`config.mk`:
```
export PLATFORM = sky130hd
export DESIGN_NAME = mem_port_arbiter
export DESIGN_NICKNAME = d
export VERILOG_FILES = /design/src/rtl/mem_arb_pkg.sv /design/src/rtl/mem_arb_watchdog.sv /design/src/rtl/mem_port_arbiter.sv
export SDC_FILE = /design/constraint.sdc
export NUM_CORES = 1
export LEC_CHECK = 0
export ABC_CLOCK_PERIOD_IN_PS = 1400
export BUFFER_PORTS_ARGS = -buffer_cell sky130_fd_sc_hd__clkbuf_2
export CAP_MARGIN = 20
export CORE_AREA = 2 2 39 41
export DETAILED_ROUTE_END_ITERATION = 6
export DIE_AREA = 0 0 41 43
export PLACE_DENSITY_LB_ADDON = 0.12
export SYNTH_ARGS = -nofsm -noshare
export SYNTH_HDL_FRONTEND = slang
export SYNTH_SLANG_ARGS = --single-unit
```
`constraint.sdc`:
```
create_clock -name clk -period 1.4 [get_ports clk]
set_input_delay 0.35 -clock clk [delete_from_list [all_inputs] [get_ports clk]]
set_output_delay 0.35 -clock clk [all_outputs]
set_load 0.1 [all_outputs]
```
`src/rtl/mem_arb_pkg.sv`:
```
// Shared types and constants for the two-port memory arbiter.
// Port 0 is the instruction-fetch path and port 1 is the data-access path.
package mem_arb_pkg;

  typedef enum logic {
    IDLE = 1'b0,
    BUSY = 1'b1
  } arb_state_t;

  localparam logic PORT_IFETCH = 1'b0;
  localparam logic PORT_DATA   = 1'b1;

  // Data accesses normally win. A starved fetch port overrides that.
  function automatic logic pick_winner(input logic req0,
                                       input logic req1,
                                       input logic starved);
    if (req0 && starved) return PORT_IFETCH;
    if (req1)            return PORT_DATA;
    return PORT_IFETCH;
  endfunction

endpackage

```
`src/rtl/mem_arb_watchdog.sv`:
```
// BUSY-cycle watchdog for the memory arbiter.
// It is compiled only when MEM_ARB_TIMEOUT_EN is defined. expired is high on
// the TIMEOUT_CYCLES-th consecutive run cycle that has no clear.
`ifdef MEM_ARB_TIMEOUT_EN
module mem_arb_watchdog
  #(parameter int TIMEOUT_CYCLES = 255)
  (input  logic clk,
   input  logic rst_n,
   input  logic run,
   input  logic clear,
   output logic expired);

  localparam int            CW   = $clog2(TIMEOUT_CYCLES + 1);
  localparam logic [CW-1:0] LAST = CW'(TIMEOUT_CYCLES - 1);

  logic [CW-1:0] cnt;

  // Count elapsed run cycles. Restart whenever the access ends or times out.
  always_ff @(posedge clk or negedge rst_n) begin
    if (!rst_n) begin
      cnt <= '0;
    end else if (!run || clear || expired) begin
      cnt <= '0;
    end else begin
      cnt <= cnt + 1'b1;
    end
  end

  assign expired = run && (cnt == LAST);

endmodule
`endif

```
`src/rtl/mem_port_arbiter.sv`:
```
// Two-port (instruction fetch / data) arbiter for one shared memory port.
// It uses an IDLE/BUSY FSM, and every output is a flop.
// Port 1 normally wins. Port 0 is forced once it has lost STARVE_LIMIT
// consecutive grants to port 1.
// Optional timeout: define MEM_ARB_TIMEOUT_EN to abort an access after
// TIMEOUT_CYCLES BUSY cycles without mem_ready (err pulse instead of done).
module mem_port_arbiter
  import mem_arb_pkg::*;
  #(parameter int STARVE_LIMIT   = 4,
    parameter int TIMEOUT_CYCLES = 255)
  (input  logic clk,
   input  logic rst_n,
   input  logic req0,
   input  logic req1,
   input  logic mem_ready,
   output logic sel,
   output logic mem_req,
   output logic gnt0,
   output logic gnt1,
   output logic done0,
   output logic done1,
   output logic err0,
   output logic err1,
   output logic busy);

  localparam logic [2:0] STARVE_MAX = 3'(STARVE_LIMIT);

  arb_state_t state, state_nx;
  logic       sel_nx, mem_req_nx, gnt0_nx, gnt1_nx, done0_nx, done1_nx;
  logic [2:0] starve_cnt, starve_cnt_nx;
  logic       winner;

`ifdef MEM_ARB_TIMEOUT_EN
  logic expired;
  logic err0_nx, err1_nx;

  mem_arb_watchdog #(.TIMEOUT_CYCLES(TIMEOUT_CYCLES)) u_watchdog (
    .clk     (clk),
    .rst_n   (rst_n),
    .run     (state == BUSY),
    .clear   (mem_ready),
    .expired (expired)
  );
`else
  // TIMEOUT_CYCLES matters only when the watchdog is built in.
  logic timeout_unused;
  assign timeout_unused = (TIMEOUT_CYCLES > 0);
`endif

  assign winner = pick_winner(req0, req1, starve_cnt == STARVE_MAX);
  assign busy   = (state == BUSY);

  // Next-state, next-output and starvation-count logic.
  always_comb begin
    state_nx      = state;
    sel_nx        = sel;
    mem_req_nx    = mem_req;
    gnt0_nx       = gnt0;
    gnt1_nx       = gnt1;
    done0_nx      = 1'b0;
    done1_nx      = 1'b0;
    starve_cnt_nx = starve_cnt;
`ifdef MEM_ARB_TIMEOUT_EN
    err0_nx       = 1'b0;
    err1_nx       = 1'b0;
`endif
    case (state)
      IDLE: begin
        // mem_ready is ignored here. Any request starts an access.
        if (req0 || req1) begin
          state_nx   = BUSY;
          sel_nx     = winner;
          mem_req_nx = 1'b1;
          gnt0_nx    = (winner == PORT_IFETCH);
          gnt1_nx    = (winner == PORT_DATA);
          if (winner == PORT_IFETCH) begin
            starve_cnt_nx = '0;
          end else if (req0 && (starve_cnt != STARVE_MAX)) begin
            starve_cnt_nx = starve_cnt + 3'd1;
          end
        end
      end
      BUSY: begin
        // The owner's req is not watched here: an access always runs to the end.
        if (mem_ready) begin
          state_nx   = IDLE;
          mem_req_nx = 1'b0;
          gnt0_nx    = 1'b0;
          gnt1_nx    = 1'b0;
          done0_nx   = (sel == PORT_IFETCH);
          done1_nx   = (sel == PORT_DATA);
        end
`ifdef MEM_ARB_TIMEOUT_EN
        else if (expired) begin
          state_nx   = IDLE;
          mem_req_nx = 1'b0;
          gnt0_nx    = 1'b0;
          gnt1_nx    = 1'b0;
          err0_nx    = (sel == PORT_IFETCH);
          err1_nx    = (sel == PORT_DATA);
        end
`endif
      end
      default: state_nx = IDLE;
    endcase
  end

  // State and output registers. Reset abandons any access without a pulse.
  always_ff @(posedge clk or negedge rst_n) begin
    if (!rst_n) begin
      state      <= IDLE;
      sel        <= PORT_IFETCH;
      mem_req    <= 1'b0;
      gnt0       <= 1'b0;
      gnt1       <= 1'b0;
      done0      <= 1'b0;
      done1      <= 1'b0;
      starve_cnt <= '0;
    end else begin
      state      <= state_nx;
      sel        <= sel_nx;
      mem_req    <= mem_req_nx;
      gnt0       <= gnt0_nx;
      gnt1       <= gnt1_nx;
      done0      <= done0_nx;
      done1      <= done1_nx;
      starve_cnt <= starve_cnt_nx;
    end
  end

`ifdef MEM_ARB_TIMEOUT_EN
  // Timeout error pulses.
  always_ff @(posedge clk or negedge rst_n) begin
    if (!rst_n) begin
      err0 <= 1'b0;
      err1 <= 1'b0;
    end else begin
      err0 <= err0_nx;
      err1 <= err1_nx;
    end
  end
`else
  assign err0 = 1'b0;
  assign err1 = 1'b0;
`endif

endmodule

```
==> results of run 1 <==
==> power groups by stage <==
stage	clock [mW]	combinational [mW]	sequential (mW)
2_1_floorplan	0	0.120	0.573
3_3_place_gp	0	0.455	0.396
3_5_place_dp	0	0.459	0.398
4_1_cts	0.197	0.470	0.392
5_1_grt	0.211	0.497	0.397
6_report	0.193	0.468	0.392
==> layout make-up <==
type	count	area, um^2	area share
inverter	2	7.51	0.0112
sequential	10	253	0.378
timing repair buffer	12	170	0.255
clock buffer	3	22.5	0.0337
multi-input combinational	34	195	0.292
tap	16	20.0	0.0300
==> worst max path at each step <==
stage	cells past startpoint	startpoint	endpoint
after floorplan	2	gnt1$_DFFE_PN0P_	gnt1$_DFFE_PN0P_
after global placement	3	busy$_DFF_PN0_	starve_cnt[2]$_DFFE_PN0P_
after detailed placement	5	starve_cnt[0]$_DFFE_PN0P_	gnt1$_DFFE_PN0P_
after CTS	1	busy$_DFF_PN0_	busy
after global routing	5	starve_cnt[0]$_DFFE_PN0P_	gnt1$_DFFE_PN0P_
final	1	busy$_DFF_PN0_	busy
==> cells by family (layout without fill, tap and decap cells) <==
family / Yosys count / count (layout) / share of synthesized area
other: 1 / 2 / 0.00781
flip-flops: 10 / 10 / 0.521
AND/OR/NAND/NOR: 18 / 18 / 0.190
adder cells (fa/ha/maj): 2 / 2 / 0.0521
AO/OA/AOI/OAI: 12 / 12 / 0.148
buffers and inverters: 6 / 17 / 0.0807
==> flip-flops by register name (all words and copies together), names as in the netlist <==
name,cells
starve_cnt,3
mem_req,1
sel,1
done0,1
gnt0,1
busy,1
done1,1
gnt1,1
==> through the flow <==
step	hold slack, ns	cells	area [um^2]
floorplan	0.0544	50	487
global placement	0.233	73	636
detailed placement	0.229	73	636
CTS	0.359	77	668
global route	0.371	77	668
finish	0.356	77	668
==> routing by layer <==
metal | vias up | routed length, um | part of all wire
met4 | 0 | 29 | 0.031
li1 | 190 | - | -
met5 | - | 0 | 0
met2 | 13 | 433 | 0.46
met1 | 174 | 414 | 0.44
met3 | 4 | 54 | 0.058
==> timing repair <==
action / 4_1_cts / 5_1_grt
buffers inserted: 0 / 0
hold buffers: 1 / 0
hold endpoints to repair: 10 / 0
==> cell usage in the layout, fill, tap and decap left out, types with 2 or more instances in the layout <==
cell type	n
nand2_1	8
dfrtp_1	8
o21ai_0	7
buf_12	7
clkbuf_2	4
clkbuf_4	3
inv_1	2
nor2_1	2
nand3_1	2
ha_1	2
conb_1	2
dfrtp_2	2
==> out/qor.csv, run 1 <==
stage,metric,value,unit
outcome,status,"complete, no violations",
clocking,cts_resized,0,
synthesis,synth_cell_type_count,22,
power,peakVddDrop,742,uV
floorplan,core_area,1380,um^2
synthesis,synth.most_common_cell,dfrtp_1,
clocking,htreeDepth,1,
route,drc,0,
placed_design,dp_hpwl,647,um
clocking,cts_tree,built,
power,p_seq_frac,0.372,
power,p_per_area,1580,nW/um^2
route,wirelength,932,um
placed_design,post-place-ws,0.229,ns
floorplan,dieWidth,41,um
timing,setup_ws,0.107,ns
min_path,hold_path_class,input pin to flip-flop,
global_routing,top_usage_layer,met2,
power,switching_power,0.458,mW
route,drtIter0Drc,10,
global_routing,overflow,0,
critical_path,worstPathCellList,buf_12,
critical_path,reg2reg_from,starve_cnt[0]$_DFFE_PN0P_,
final_layout,final_net_count,70,
final_layout,fillers,124,
synthesis,synth_common_cells,"dfrtp_1, nand2_1, o21ai_0",
route,vias_per_cell,4.95,
critical_path,end_kind,output pin,
global_routing,antenna_found_initial,0,
synthesis,synth.ff_latch_count,10,
min_path,hold_path_startpoint,mem_ready,
route,antenna_left,0,
synthesis,yosysSeqAreaShare,0.521,
global_routing,track_usage,0.142,
synthesis,yosysWarnings,0,
timing,tns,0,ns
placed_design,io_buffers,11,
critical_path,path_max_fanout,12,
synthesis,synth.avg_cell_area,9.81,um^2
global_routing,grt_max_degree,13,
synthesis,synth_flop_cell,dfrtp_1,
timing,clock_skew,0.00296,ns
timing,final.period_utilization,0.924,
final_layout,syn2layout_area_growth,39.1,%
critical_path,worstReg2RegEnd,gnt1$_DFFE_PN0P_,
floorplan,core.rowCount,14,
floorplan,io_pins,14,
floorplan,dieArea,1760,um^2
clocking,clock_path_buffers,2,
synthesis,netlist.top_cell.by_area,dfrtp_1,
synthesis,synth-edff-count,0,
synthesis,syn_inst,49,
clocking,cts-buffers-inserted,3,
placed_design,globalplace.congestion,0.670,
critical_path,rrSetupSlack,0.18,ns
timing,rsz0062_at_grt,false,
critical_path,crit_required,1.05,ns
timing,hold_viol,0,
timing,finalSetupViolCount,0,
timing,slew_violations,0,
synthesis,ys_top_cells_by_area,"dfrtp_1, o21ai_0, nand2_1, ha_1, buf_4",
final_layout,final_util,0.483,
floorplan,die_h,43,um
global_routing,first_global_vias,336,
min_path,hold_end,done1$_DFF_PN0_,
global_routing,grtUsageMet1,0.180,
clocking,clock-sinks,10,
critical_path,critical_path.top_delay_family,flip-flops,
clocking,cts_root_buffer,clkbuf_4,
critical_path,rr_worst_depth,5,
power,intPower,0.595,mW
critical_path,crit_arrival,0.94,ns
clocking,clk_pin_slew,0.06,ns
route,firstDrtPassIters,4,
synthesis,yosysTopAreaCellShare,0.521,
critical_path,crit_path_start_kind,flip-flop,
timing,post-route-min-period,1.29,ns
global_routing,met2_usage,0.200,
route,via_count,381,
critical_path,crit_type,flip-flop to output pin,
power,power,1.05,mW
synthesis,synthesis.area,480,um^2
route,wl_per_cell,12.1,um
global_routing,grt_pass1_wl,1590,um
final_layout,drive_above_1_share,0.262,
synthesis,synth-async-reset-ratio,1.00,
critical_path,slowest_delay,0.48,ns
critical_path,critical-path-slowest-cell,dfrtp_2,
clocking,clock_latency,0.27,ns
flow_run,drv_cap,0,
global_routing,grt_use_met3,0.0366,
critical_path,cp_num_buf_inv,1,
timing,clock.fmax,773,MHz
power,p_clk_frac,0.183,
power,p_sw_frac,0.435,
floorplan,initial_utilization,0.347,
power,combPwrFrac,0.444,
power,p_leak,0.310,nW
min_path,whs_path_depth,2,
final_layout,antenna_cells,0,
(Power assumes the default switching activity.)
==> run 2: changes to the inputs <==
Settings changed: RECOVER_POWER from default to 25.
==> run 2 against run 1 <==
Global-route usage unchanged. Die area unchanged. Clock skew about the same. Critical path type unchanged. Largest cell class unchanged. Highest routed layer unchanged.
==> out/qor.csv, run 2 (synthesized netlist as in run 1, its figures left out) <==
stage,metric,value,unit
final_layout,fillers,124,
timing,hold_viol,0,
timing,post-route-min-period,1.29,ns
route,firstDrtPassIters,4,
critical_path,crit_required,1.05,ns
critical_path,critical-path-slowest-cell,dfrtp_2,
clocking,htreeDepth,1,
global_routing,grt_max_degree,13,
timing,worst_pin_slew,0.549,ns
placed_design,globalplace.congestion,0.670,
power,p_leak,0.307,nW
global_routing,antenna_found_initial,0,
timing,clock_skew,0.00283,ns
timing,tns,0,ns
floorplan,dieWidth,41,um
global_routing,overflow,0,
timing,final.period_utilization,0.923,
outcome,status,"complete, no violations",
final_layout,syn2layout_area_growth,38.8,%
critical_path,critical_path.top_delay_family,flip-flops,
power,peakVddDrop,740,uV
final_layout,drive_above_1_share,0.246,
final_layout,largest_reg_flops,3,
clocking,clock-sinks,10,
clocking,cts-buffers-inserted,3,
floorplan,core.rowCount,14,
final_layout,final_util,0.482,
route,via_count,386,
critical_path,slowest_delay,0.48,ns
floorplan,core_area,1380,um^2
timing,finalSetupViolCount,0,
critical_path,crit_path_start_kind,flip-flop,
power,p_sw_frac,0.435,
route,drc,0,
power,combPwrFrac,0.445,
clocking,cts_root_buffer,clkbuf_4,
final_layout,max_flop_register,starve_cnt,
critical_path,path_max_fanout,12,
clocking,post_cts_buffers,0,
critical_path,end_kind,output pin,
power,switching_power,0.457,mW
power,p_per_area,1580,nW/um^2
clocking,clk_pin_slew,0.06,ns
critical_path,cp_num_buf_inv,1,
global_routing,grt_pass1_wl,1590,um
final_layout,antenna_cells,0,
global_routing,track_usage,0.142,
final_layout,final_net_count,70,
power,intPower,0.595,mW
floorplan,die_h,43,um
timing,clock.fmax,774,MHz
floorplan,io_pins,14,
critical_path,crit_type,flip-flop to output pin,
clocking,cts_tree,built,
critical_path,crit_arrival,0.94,ns
route,drtIter0Drc,10,
placed_design,io_buffers,11,
final_layout,layout_common_cells,"nand2_1, dfrtp_1, o21ai_0, buf_12",
timing,holdWs,0.357,ns
route,vias_per_cell,5.01,
critical_path,worstPathCellList,buf_12,
route,wl_per_cell,12.2,um
power,p_seq_frac,0.373,
placed_design,dp_hpwl,647,um
floorplan,initial_utilization,0.347,
clocking,clock_latency,0.26,ns
clocking,clock_path_buffers,2,
route,antenna_left,0,
power,p_clk_frac,0.183,
min_path,hold_path_class,input pin to flip-flop,
flow_run,drv_cap,0,
timing,slew_headroom,0.634,
global_routing,first_global_vias,336,
timing,rsz0062_at_grt,false,
floorplan,dieArea,1760,um^2
route,wirelength,938,um
timing,slew_violations,0,
## run 2: changes by cell type in the layout (fill, tap and decap cells not counted)
| cell | before | now |
|---|---|---|
| clkbuf_1 | 0 | 1 |
| clkbuf_2 | 4 | 3 |
## run 2: power groups by stage
stage | Combinational [mW] | Clock [mW] | Sequential [mW]
2_1_floorplan | 0.120 | 0 | 0.573
4_1_cts | 0.470 | 0.197 | 0.392
6_report | 0.468 | 0.192 | 0.392
3_5_place_dp | 0.459 | 0 | 0.398
5_1_grt | 0.497 | 0.211 | 0.397
3_3_place_gp | 0.455 | 0 | 0.396
## run 2: path summary, 6_finish.rpt
check                           slack [ns]                      start                        end  cells after the start
worst max-delay path                  0.11             busy$_DFF_PN0_                       busy                      1
min in group asynchronous             0.58                      rst_n            done0$_DFF_PN0_                      2
worst min register to register        0.49  starve_cnt[2]$_DFFE_PN0P_  starve_cnt[2]$_DFFE_PN0P_                      1
max in group asynchronous             0.43                      rst_n             busy$_DFF_PN0_                      2
worst max register to register        0.18  starve_cnt[0]$_DFFE_PN0P_           gnt1$_DFFE_PN0P_                      5
worst min-delay path                  0.36                  mem_ready            done1$_DFF_PN0_                      2
## run 2: final cells by class
| class | count | area (um^2) | area share |
|---|---|---|---|
| Sequential cell | 10 | 253 | 0.379 |
| Timing Repair Buffer | 12 | 169 | 0.253 |
| Tap cell | 16 | 20.0 | 0.0300 |
| Inverter | 2 | 7.51 | 0.0113 |
| Multi-Input combinational cell | 34 | 195 | 0.293 |
| Clock buffer | 3 | 22.5 | 0.0338 |
## run 2: through the flow
stage                     setup WS (ns)  area (um^2)  std cells  power, mW
final                             0.108          667         77       1.05
after global routing             0.0296          667         77       1.11
after CTS                         0.102          668         77       1.06
after detailed placement          0.229          636         73      0.857
after global placement            0.275          636         73      0.852
after floorplan                  0.0567          487         50      0.692
## run 2: layer usage
layer,global-route usage,routed length [um],up-vias
li1,-,-,189
met1,0.180,418,178
met2,0.200,432,15
met3,0.0366,57,4
met4,0.100,29,0
met5,0,0,-
## run 2: worst register-to-register path, stage by stage (launching register included)
cell and delay (ns):
dfrtp_1 0.40, inv_1 0.07, ha_1 0.18, nand3_1 0.18
a22oi_1 0.17, o21ai_0 0.10
## run 2: what timing repair did
action | in CTS | in global routing
hold buffers | 1 | 0
endpoints found under the hold margin | 10 | 0
gates resized for setup | 0 | 0
==> run 3: changes to the inputs <==
Settings changed: ABC_AREA from default to 1.
==> run 3 against run 2 <==
Power is 54% higher. Sequential power increased by 21%. Clock-buffer cell count increased by 1. Critical path depth unchanged. Utilization increased by 0.36 points. Synthesized cell count up 2.0%.
==> out/qor.csv, run 3 <==
stage,metric,value,unit
outcome,status,"complete, no violations",
synthesis,synth.most_common_cell,nand2_1,
synthesis,synth-async-reset-ratio,1.00,
floorplan,core_area,1380,um^2
clocking,cts-buffers-inserted,3,
synthesis,yosysSeqAreaShare,0.548,
clocking,clock_path_buffers,2,
critical_path,slowest_delay,0.43,ns
power,power,1.62,mW
synthesis,syn_inst,50,
route,drtIter0Drc,7,
final_layout,drive_above_1_share,0.338,
critical_path,crit_path_start_kind,flip-flop,
floorplan,core.rowCount,14,
synthesis,yosysWarnings,0,
synthesis,synth.avg_cell_area,9.13,um^2
floorplan,io_pins,14,
final_layout,fillers,128,
critical_path,critical-path-slowest-cell,dfrtp_1,
synthesis,yosysTopAreaCellShare,0.548,
clocking,cts_tree,built,
critical_path,critical_path_depth,1,
global_routing,track_usage,0.135,
floorplan,die_h,43,um
critical_path,path_max_fanout,4,
timing,clock_skew,0.00419,ns
route,wl_per_cell,10.5,um
route,wirelength,852,um
critical_path,worstPathCellList,buf_12,
timing,finalSetupViolCount,0,
synthesis,synth_cell_type_count,15,
critical_path,rr_worst_depth,7,
flow_run,drv_cap,0,
critical_path,crit_required,1.05,ns
timing,rsz0062_at_grt,false,
clocking,htreeDepth,1,
timing,slew_violations,0,
min_path,hold_path_class,input pin to flip-flop,
timing,holdWs,0.290,ns
synthesis,synth_flop_cell,dfrtp_1,
floorplan,initial_utilization,0.330,
final_layout,final_net_count,73,
final_layout,layout_commonest_cell,nand2_1,
power,p_per_area,2410,nW/um^2
critical_path,critical_path.top_delay_family,flip-flops,
clocking,post_cts_buffers,0,
synthesis,synthesis.area,457,um^2
timing,clock.fmax,803,MHz
timing,final.period_utilization,0.890,
global_routing,first_global_vias,372,
placed_design,globalplace.congestion,0.722,
synthesis,synth_common_cells,"nand2_1, dfrtp_1, inv_1",
final_layout,final_util,0.486,
timing,worst_pin_slew,0.548,ns
route,drc,0,
clocking,clk_pin_slew,0.07,ns
placed_design,io_buffers,11,
timing,hold_viol,0,
clocking,cts_root_buffer,clkbuf_4,
clocking,clock_latency,0.27,ns
critical_path,end_kind,output pin,
timing,tns,0,ns
floorplan,dieArea,1760,um^2
final_layout,syn2layout_area_growth,47.1,%
global_routing,grt_max_degree,11,
power,p_leak,0.338,nW
critical_path,crit_arrival,0.90,ns
critical_path,crit_type,flip-flop to output pin,
global_routing,antenna_found_initial,0,
route,vias_per_cell,4.58,
final_layout,antenna_cells,0,
route,antenna_left,0,
placed_design,dp_hpwl,677,um
global_routing,overflow,0,
min_path,whs_path_depth,2,
synthesis,synth-edff-count,0,
floorplan,dieWidth,41,um
critical_path,cp_num_buf_inv,1,
synthesis,synth.ff_latch_count,10,
synthesis,ys_top_cells_by_area,"dfrtp_1, nand2_1, ha_1, inv_1, nand2_2",
route,via_count,371,
final_layout,max_flop_register,starve_cnt,
synthesis,netlist.top_cell.by_area,dfrtp_1,
timing,slew_headroom,0.634,
final_layout,layout_common_cells,"nand2_1, dfrtp_1, buf_12, inv_1",
route,firstDrtPassIters,4,
global_routing,grt_pass1_wl,1520,um
clocking,clock-sinks,10,
timing,post-route-min-period,1.25,ns
power,peakVddDrop,1120,uV
final_layout,largest_reg_flops,3,
## run 3: area by class of cell
cell class,instances,area [um^2],share of cell area
well taps,16,20.0,0.0298
inverters,7,26.3,0.0391
flip-flops and latches,10,251,0.374
clock buffers,4,36.3,0.0540
multi-input cells,32,169,0.251
repair buffers,12,169,0.251
## run 3: cell families (layout without fill, tap and decap cells)
| logic type | Yosys count | after routing | synth area share |
|---|---|---|---|
| flip-flops | 10 | 10 | 0.548 |
| adder cells (fa/ha/maj) | 2 | 2 | 0.0548 |
| other | 1 | 2 | 0.00821 |
| buffers and inverters | 9 | 23 | 0.0904 |
| AO/OA/AOI/OAI | 6 | 6 | 0.0740 |
| AND/OR/NAND/NOR | 22 | 22 | 0.225 |
## run 3: layer usage
layer	global-route usage	routed length, um	vias up
met1	0.155	369	173
met5	0	0	-
met4	0.100	14	0
li1	-	-	186
met3	0.0471	49	2
met2	0.197	418	10
## run 3: worst paths after layout
path	slack, ns	to	start
hold / removal	0.29	busy$_DFF_PN0_	mem_ready
setup / recovery	0.15	sel	sel$_DFFE_PN0P_
hold reg to reg	0.53	starve_cnt[0]$_DFFE_PN0P_	starve_cnt[0]$_DFFE_PN0P_
max in group asynchronous	0.43	busy$_DFF_PN0_	rst_n
min in group asynchronous	0.58	starve_cnt[1]$_DFFE_PN0P_	rst_n
setup reg to reg	0.30	starve_cnt[2]$_DFFE_PN0P_	starve_cnt[0]$_DFFE_PN0P_
## run 3: power by group
| part | internal [mW] | switching, mW | leakage [nW] | total [mW] |
|---|---|---|---|---|
| sequential | 0.379 | 0.0949 | 0.125 | 0.474 |
| clock | 0.158 | 0.103 | 0.0210 | 0.261 |
| combinational | 0.294 | 0.589 | 0.191 | 0.883 |
## run 3: repair_timing
item / 4_1_cts / 5_1_grt
gates resized for setup: 0 / 0
hold endpoints to repair: 10 / 0
hold buffers: 1 / 0
## run 3: per-stage QoR
step | area [um^2] | worst slack, ns | std cells
after floorplan | 462 | 0.123 | 51
after global placement | 627 | 0.351 | 76
after detailed placement | 627 | 0.302 | 76
after CTS | 673 | 0.146 | 81
after global routing | 672 | 0.111 | 81
final | 672 | 0.155 | 81
